## config.mk

```make
export PLATFORM = sky130hd
export DESIGN_NAME = chacha_keystream_serializer
export DESIGN_NICKNAME = d
export VERILOG_FILES = /design/src/rtl/chacha_keystream_serializer.sv
export SDC_FILE = /design/constraint.sdc
export NUM_CORES = 1
export LEC_CHECK = 0
export CAP_MARGIN = 10
export CORE_MARGIN = 3
export CORE_UTILIZATION = 54
export DETAILED_ROUTE_END_ITERATION = 10
export HOLD_SLACK_MARGIN = 0.08
export PLACE_DENSITY = 0.76
export SLEW_MARGIN = 20
export SYNTH_ARGS = -nofsm -noshare
export SYNTH_HDL_FRONTEND = slang
export SYNTH_SLANG_ARGS = --single-unit
export TNS_END_PERCENT = 10
```

## constraint.sdc

```tcl
create_clock -name clk -period 45.8 [get_ports clk]
set_clock_uncertainty 0.1 [all_clocks]
set_input_delay 13.74 -clock clk [delete_from_list [all_inputs] [get_ports clk]]
set_output_delay 13.74 -clock clk [all_outputs]
set_load 0.01 [all_outputs]
```

## src/rtl/chacha_keystream_serializer.sv

```systemverilog
`default_nettype none
// ============================================================================
// Module      : chacha_keystream_serializer
// Description : Takes finished 512-bit ChaCha keystream blocks into a two-slot
//               ping-pong buffer and streams them out one word per cycle over
//               valid/ready. Owns the block counter fed back to the state
//               generator. Optional macro CHACHA_KS_XOR_EN adds a plaintext
//               input and a combinational ciphertext output.
// Revision    : 1.0 - initial release
// ============================================================================
module chacha_keystream_serializer #(
    parameter int WORD_W = 32,
    parameter int NWORDS = 16
) (
    input  logic                           clk,
    input  logic                           clrStream,
    input  logic                           ctrLoad,
    input  logic [31:0]                    ctrInit,
    output logic [31:0]                    blockCtr,
    input  logic [NWORDS-1:0][WORD_W-1:0]  blkIn,
    input  logic                           blkValid,
    output logic                           blkReady,
    output logic [WORD_W-1:0]              ksWord,
    output logic                           ksValid,
    input  logic                           ksReady,
    output logic                           ksLast,
    output logic                           ctrWrap
`ifdef CHACHA_KS_XOR_EN
    ,
    input  logic [WORD_W-1:0]              ptWord,
    output logic [WORD_W-1:0]              ctWord
`endif
);

    localparam int               IDX_W      = $clog2(NWORDS);
    localparam logic [IDX_W-1:0] c_LAST_IDX = IDX_W'(NWORDS - 1);

    typedef enum logic [1:0] {
        S_EMPTY = 2'd0,
        S_ONE   = 2'd1,
        S_TWO   = 2'd2
    } occ_t;

    occ_t                          r_occ;
    occ_t                          w_occNext;
    logic [NWORDS-1:0][WORD_W-1:0] r_slot [2];
    logic                          r_wrSel;
    logic                          r_rdSel;
    logic [IDX_W-1:0]              r_rdIdx;
    logic [31:0]                   r_blockCtr;
    logic                          r_ctrWrap;

    logic                          w_accept;
    logic                          w_pop;
    logic                          w_finalPop;

    // Handshake decode; blkReady must not depend on blkValid.
    assign blkReady   = (r_occ != S_TWO) & ~r_ctrWrap & ~clrStream;
    assign ksValid    = (r_occ != S_EMPTY);
    assign w_accept   = blkValid & blkReady;
    assign w_pop      = ksValid & ksReady;
    assign w_finalPop = w_pop & ksLast;

    // Output word is read straight from the registered slot; forced to 0 when idle.
    assign ksWord   = ksValid ? r_slot[r_rdSel][r_rdIdx] : '0;
    assign ksLast   = ksValid & (r_rdIdx == c_LAST_IDX);
    assign blockCtr = r_blockCtr;
    assign ctrWrap  = r_ctrWrap;

`ifdef CHACHA_KS_XOR_EN
    // Ciphertext follows the keystream handshake; reads 0 when no word is valid.
    assign ctWord = ksValid ? (ksWord ^ ptWord) : '0;
`endif

    // Occupancy state register.
    always_ff @(posedge clk) begin
        if (clrStream) r_occ <= S_EMPTY;
        else           r_occ <= w_occNext;
    end

    // Occupancy next state: accept adds a block, final pop removes one.
    always_comb begin
        w_occNext = r_occ;
        case (r_occ)
            S_EMPTY: if (w_accept)                    w_occNext = S_ONE;
            S_ONE: begin
                if (w_accept && !w_finalPop)          w_occNext = S_TWO;
                else if (w_finalPop && !w_accept)     w_occNext = S_EMPTY;
            end
            S_TWO:   if (w_finalPop)                  w_occNext = S_ONE;
            default:                                  w_occNext = S_EMPTY;
        endcase
    end

    // Block storage; the write slot never aliases the slot being drained.
    always_ff @(posedge clk) begin
        if (w_accept) r_slot[r_wrSel] <= blkIn;
    end

    // Slot selectors and read index.
    always_ff @(posedge clk) begin
        if (clrStream) begin
            r_wrSel <= 1'b0;
            r_rdSel <= 1'b0;
            r_rdIdx <= '0;
        end else begin
            if (w_accept) r_wrSel <= ~r_wrSel;
            if (w_finalPop) begin
                r_rdIdx <= '0;
                r_rdSel <= ~r_rdSel;
            end else if (w_pop) begin
                r_rdIdx <= r_rdIdx + 1'b1;
            end
        end
    end

    // Block counter: a load (only while empty) beats the per-block increment.
    always_ff @(posedge clk) begin
        if (clrStream) begin
            r_blockCtr <= '0;
            r_ctrWrap  <= 1'b0;
        end else if (ctrLoad && (r_occ == S_EMPTY)) begin
            r_blockCtr <= ctrInit;
            r_ctrWrap  <= 1'b0;
        end else if (w_accept) begin
            r_blockCtr <= r_blockCtr + 32'd1;
            if (r_blockCtr == 32'hFFFF_FFFF) r_ctrWrap <= 1'b1;
        end
    end

endmodule
`default_nettype wire

```

==> results.md, run 1 <==
* Clock Tree Buf Depth at 3
* Area grow syn2layout at 26.9%
* DR iter-0 viols at about 2,600
* Outcome: complete, no violations
* Async SR Flop Fraction at 0%
* I/O Pins at between 600 and 700
* Int Pwr at ~1.7 mW
* Pwr Density at 41.3 mW/mm^2
* Worst-Skew Late Latency at approximately 0.65 ns
* #FFs+latches synth at roughly 1,100
* Setup TNS at 0 ns
* Worst Path Required at between 30 and 40 ns
* Final Instance Area at approximately 0.051 mm^2
* Max VDD drop at 0.0389 mV
* Met2 Wirelength at ~53 mm
* First-pass GRT wire length at around 150 mm
* Commonest cells after routing, fill and taps aside: edfxtp_1 (1,024), clkdlybuf4s50_1 (616), mux4_2 (256)
* DP Wirelength at between 60 and 70 mm
* Sequential cell area at about 0.032 mm^2
* Largest net degree at the start of global routing at 189
* Clock slew at reported path FFs at 0.06 ns
* Initial Util at a little over half
* Nets at 3,022
* Drt drc at 0
* Part of the power in registers at a little over half
* Yosys warnings at 0
* Leakage power at 16.0 nW
* Grt total ovfl at 0
* Slew @ Worst Pin at around 1.2 ns
* Cts hold-fix bufs at 0
* Clock power frac at 40.7%
* Vias in the first global route at roughly 23,000
* Syn nets at about 2,400
* Min Clock Period, post-route at just under 30 ns
* Total GRT Usage at between 20% and 30%
* Root buffer cell: clkbuf_16
* 1st-pass router iterations at 6
* Drt via density at a little over 6
* Netlist cell types at 47
* Die Y at between 200 and 300 um
* Crit Path Max Fanout at 43
* Post-route insts no fill at approximately 3,500
* CTS Sinks at 1,066
* Final number of setup-violating endpoints at 0
* Post-synth EDFFs at around 1,000
* Die area at just under 0.08 mm^2
* Vias at between 20,000 and 25,000
* Element type at the critical path start: primary input
* Seq/Total Area, Yosys at 78.2%
* Fillers at about 4,600
* WS Path Type: primary input to output pin
* Core Region at 0.0736 mm^2
* Cts bufs inserted at between 100 and 150
* Initial antenna violation count at between 40 and 50
* Mapped Area at between 0.04 and 0.05 mm^2
* Slew margin rel. at a little under a fifth
* Max cap viols at 0
* Detailed Route WL at between 100 and 150 mm
* Final hold violations at 0
* Routed WL per cell at about 30 um
* Rows at 99
* Sw frac at 20.4%
* H-Tree Depth at 3
* Final ANT Viol Nets at 0
* Worst endpoint data arrival time at between 15 and 20 ns
* Fmax at between 30 and 40 MHz
* PostCTS Resize Cnt at 0
* Commonest non-fill, non-tap cell in the layout: edfxtp_1
* Tcrit/Tclk final at 63.9%
* Met1 wire length at 38.5 mm
* Synth Instances at ~1,800
* RSZ-0062 raised after global routing: no
* Final slew viol count at 0
* Dpl cells at between 3,000 and 4,000
* Syn Area/Cell at roughly 22 um^2
* Comb power frac at approximately 6.3%
* TritonCTS clock tree: built
* Switch Pwr at around 430 uW
* DIE WIDTH at 280 um
* Crit path capture type: output pin
* IO Port Bufs at between 600 and 700
* Worst min-delay path category: flip-flop to flip-flop
* Total setup buffers inserted after CTS at 0
* Routed wl met3 at 9.62 mm
* Dpl cell area at between 0.04 and 0.05 mm^2
* Top sig layer: met5
* Multi-input gate area at between 0.008 and 0.009 mm^2
* Most used DFF post-synth: edfxtp_1
* Final Wtd Congestion at between 0.9 and 1
* Fraction of layout cells with a size suffix above 1 at between 15 and 20%
[power groups by stage]
stage                     registers, mW  clock network (mW)  logic (mW)
after global routing               1.13               0.914       0.141
final                              1.12               0.861       0.133
after detailed placement           1.14                   0       0.132
after global placement             1.14                   0       0.129
after CTS                          1.12               0.875       0.133
after floorplan                    1.17                   0      0.0518
[final timing paths]
path              cells after the start  slack (ns)              to      start
hold / removal                        2        0.44       flip-flop    r_rdSel
setup reg to reg                      5       41.32  r_slot[0][175]   r_occ[0]
setup / recovery                      5       16.53        blkReady  clrStream
hold reg to reg                       2        0.44       flip-flop    r_rdSel
[logic make-up after synthesis]
kind of cell	count (synthesis)	share of synthesized area, %
compound gates	172	3.19
xor+xnor	28	0.607
fa+ha+maj	3	0.0929
buf+inv	108	1.11
flops	1066	78.2
mux	260	14.4
simple gates	180	2.47
[state kept, by name, indices dropped and copies added (netlist names), named ones only]
| name | count |
|---|---|
| r_slot | 1024 |
| r_occ | 2 |
| ctrWrap | 1 |
| r_rdSel | 1 |
| r_rdIdx | 4 |
| blockCtr | 32 |
| r_wrSel | 1 |
[per-stage QoR]
step	hold WS (ns)	total power, mW	utilization, %	setup WS [ns]
floorplan	0.381	1.22	-	7.36
global placement	0.391	1.27	64.8	16.53
detailed placement	0.408	1.27	64.8	16.53
CTS	0.436	2.13	69.5	16.53
global route	0.473	2.18	69.7	16.42
finish	0.439	2.12	69.7	16.53
[worst max-delay path, cell delays in order]
cell	delay (ns)
clkdlybuf4s50_1	0.45
buf_4	0.41
nor2_1	0.16
and2_1	0.18
clkdlybuf4s50_1	0.47
[metal layers]
metal	GRT usage [%]	vias up
met2	43.3	1048
met1	35.1	11200
met3	7.24	196
li1	-	9177
met4	8.51	30
met5	0	-
[synthesized netlist by cell type, types with 2 or more instances]
cell type	n	area (um^2)
inv_1	6	22.5
clkbuf_1	70	263
nand3_1	14	70.1
mux4_2	256	5770
mux2i_1	3	30.0
nor4b_1	2	17.5
and3_1	7	43.8
buf_2	27	135
dfxtp_1	42	841
and2_1	6	37.5
nor2_1	43	161
xor2_1	16	140
a211oi_1	26	195
o21a_1	2	15.0
nor3b_1	3	22.5
a22oi_1	128	961
o21ai_0	5	25.0
or3_1	5	31.3
ha_1	3	37.5
nor3_1	10	50.1
xnor2_1	12	105
a311oi_1	6	52.6
nor4_1	7	43.8
edfxtp_1	1024	30700
nand4_1	50	313
and4_1	4	35.0
nand4_2	2	25.0
buf_1	3	11.3
nand2_1	17	63.8
[layout make-up]
| class | instances | share of cell area (%) |
|---|---|---|
| Antenna cell | 35 | 0.171 |
| Inverter | 6 | 0.0439 |
| Sequential cell | 1066 | 61.6 |
| Tap cell | 959 | 2.34 |
| Timing Repair Buffer | 648 | 12.6 |
| Multi-Input combinational cell | 643 | 16.4 |
| Clock inverter | 68 | 1.45 |
| Clock buffer | 124 | 5.30 |
Note: power is estimated with default switching activity, not from simulation.
==> run 2, diff against run 1 <==
==> constraint.sdc (replaced) <==
create_clock -name clk -period 29.4 [get_ports clk]
set_clock_uncertainty 0.1 [all_clocks]
set_input_delay 8.82 -clock clk [delete_from_list [all_inputs] [get_ports clk]]
set_output_delay 8.82 -clock clk [all_outputs]
set_load 0.01 [all_outputs]
==> run 2 against run 1 <==
Core utilization up 0.13 points. Worst setup slack worse by 6.6 ns. Clock-buffer cell count up 3. Combinational power up 56%. Critical path depth unchanged. Cell count about the same. Die area unchanged. Sequential share of layout area down 0.12 points. First-iteration DRC count down 6.4%. Total power up 58%. Clock power up 60%.
==> results.md, run 2 (same netlist as run 1, synthesis figures left out) <==
* Clock slew at reported path FFs at 0.06 ns (about the same)
* Leakage power at 16.1 nW (+0.29%)
* Cts bufs inserted at 107 (+1.9%)
* FF-to-FF path depth at 7 (+2)
* IO Port Bufs at 616 (unchanged)
* Reg with most FFs: r_slot
* Critical path origin: clrStream
* RSZ-0062 raised after global routing: no
* Routed WL per cell at 29.9 um (+1.9%)
* Final ANT Viol Nets at 0 (unchanged)
* PostCTS Resize Cnt at 0 (unchanged)
* WS Path Type: primary input to output pin
* Slack of the worst reg-to-reg path at 24.02 ns (-17.30 ns)
* Core Region at 0.0736 mm^2 (unchanged)
* Nets at 3,023 (+0.033%)
* Rows at 99 (unchanged)
* Final number of setup-violating endpoints at 0 (unchanged)
* DIE WIDTH at 280 um (unchanged)
* Worst endpoint data arrival time at 10.53 ns (-4.90 ns)
* Final worst slack at 9.95 ns (-6.57 ns)
* Vias at 21,800 (+0.56%)
* Util after Layout at 69.8% (+0.13 points)
* DP Wirelength at 70.0 mm (+1.6%)
* Crit path capture type: output pin
* Vias in the first global route at 22,700 (+0.38%)
* Area grow syn2layout at 27.1%
* Grt total ovfl at 0 (unchanged)
* Largest net degree at the start of global routing at 187 (-1.1%)
* Tcrit/Tclk final at between 60% and 70%
* Total setup buffers inserted after CTS at 0 (unchanged)
* Drt via density at 6.13 (+0.47%)
* Element type at the critical path start: primary input
* Die Y at 280 um (unchanged)
* R2R Path End: r_slot[0][214]
* Critical R2R Launch: r_occ[0]
* Post-route insts no fill at 3,552 (+0.085%)
* Fmax at 51.4 MHz
* Detailed Route WL at 106 mm (+2.0%)
* First-pass GRT wire length at 152 mm (+1.8%)
* Commonest non-fill, non-tap cell in the layout: edfxtp_1
* Root buffer cell: clkbuf_16
* Final slew viol count at 0 (unchanged)
* Min Clock Period, post-route at 19.45 ns
* Cts hold-fix bufs at 0 (unchanged)
* Max cap viols at 0 (unchanged)
* Crit Path Max Fanout at 43 (unchanged)
* Fillers at 4,507 (-1.8%)
* Max reg flops at 1,024 (unchanged)
* Final Wtd Congestion at 0.908 (about the same)
* Slew @ Worst Pin at 1.10 ns (-0.126 ns)
* Fraction of layout cells with a size suffix above 1 at 17.9% (-0.19 points)
* 1st-pass router iterations at 5 (-1)
* Drt drc at 0 (unchanged)
* Outcome: complete, no violations
* Clock Tree Buf Depth at 3 (unchanged)
* Place WS at 9.95 ns (-6.59 ns)
* Initial Util at 54.9% (unchanged)
* Total GRT Usage at 27.1% (+0.62 points)
* Worst-Skew Late Latency at 0.66 ns (about the same)
* Worst Path Required at 20.48 ns (-11.48 ns)
* Dpl cells at 3,321 (+0.030%)
* Slew margin rel. at 26.7% (+8.4 points)
* TritonCTS clock tree: built
* Die area at 0.0782 mm^2 (unchanged)
* Hold path startpoint: r_rdSel
* Pwr Density at 65.0 mW/mm^2 (+58%)
* Final hold violations at 0 (unchanged)
* Commonest cells after routing, fill and taps aside: edfxtp_1 (1,024), clkdlybuf4s50_1 (616), mux4_2 (256)
* Setup TNS at 0 ns (unchanged)
* I/O Pins at 617 (unchanged)
* CTS Sinks at 1,066 (unchanged)
* Cells on Worst Hold Path at 2 (unchanged)
* Worst min-delay path category: flip-flop to flip-flop
* DR iter-0 viols at 2,389 (-6.4%)
* H-Tree Depth at 3 (unchanged)
* Initial antenna violation count at 55 (+22%)
* Max VDD drop at 0.0573 mV (+48%)
[run 2: power breakdown]
part           internal, mW  leakage [nW]  switching [mW]
combinational         0.117          4.55          0.0893
sequential             1.73          9.75          0.0220
clock                 0.823          1.75           0.562
total                  2.67          16.1           0.673
[run 2: worst max-delay path, stage by stage]
cell             delay, ns
clkdlybuf4s50_1       0.47
buf_4                 0.41
nor2_1                0.17
and2_1                0.18
clkdlybuf4s50_1       0.47
[run 2: worst max path at each step]
stage	end	slack, ns	cells past startpoint
after floorplan	r_slot[0][0]	5.80	6
after global placement	blkReady	9.97	5
after detailed placement	blkReady	9.95	5
after CTS	blkReady	9.94	5
after global routing	blkReady	9.86	5
final	blkReady	9.95	5
[run 2: through the flow]
step / power (mW) / hold WS [ns] / instance area [um^2]
2_1_floorplan: 1.88 / 0.381 / 40400
4_1_cts: 3.37 / 0.434 / 51300
5_1_grt: 3.44 / 0.482 / 51400
3_3_place_gp: 1.98 / 0.399 / 47700
3_5_place_dp: 1.99 / 0.417 / 47700
6_report: 3.34 / 0.432 / 51400
[run 2: metal layers]
layer  GRT usage [%]  wire length, um
met5               0              238
met4            10.2             3390
met3            6.77             9270
met2            44.0            53300
met1            36.0            39900
[run 2: layout make-up]
class	count	area (um^2)	area share [%]
sequential	1066	31600	61.5
tap	959	1200	2.34
clock inverter	71	828	1.61
timing repair buffer	647	6450	12.5
clock buffer	127	2770	5.40
antenna	33	82.6	0.161
inverter	6	22.5	0.0438
multi-input combinational	643	8430	16.4
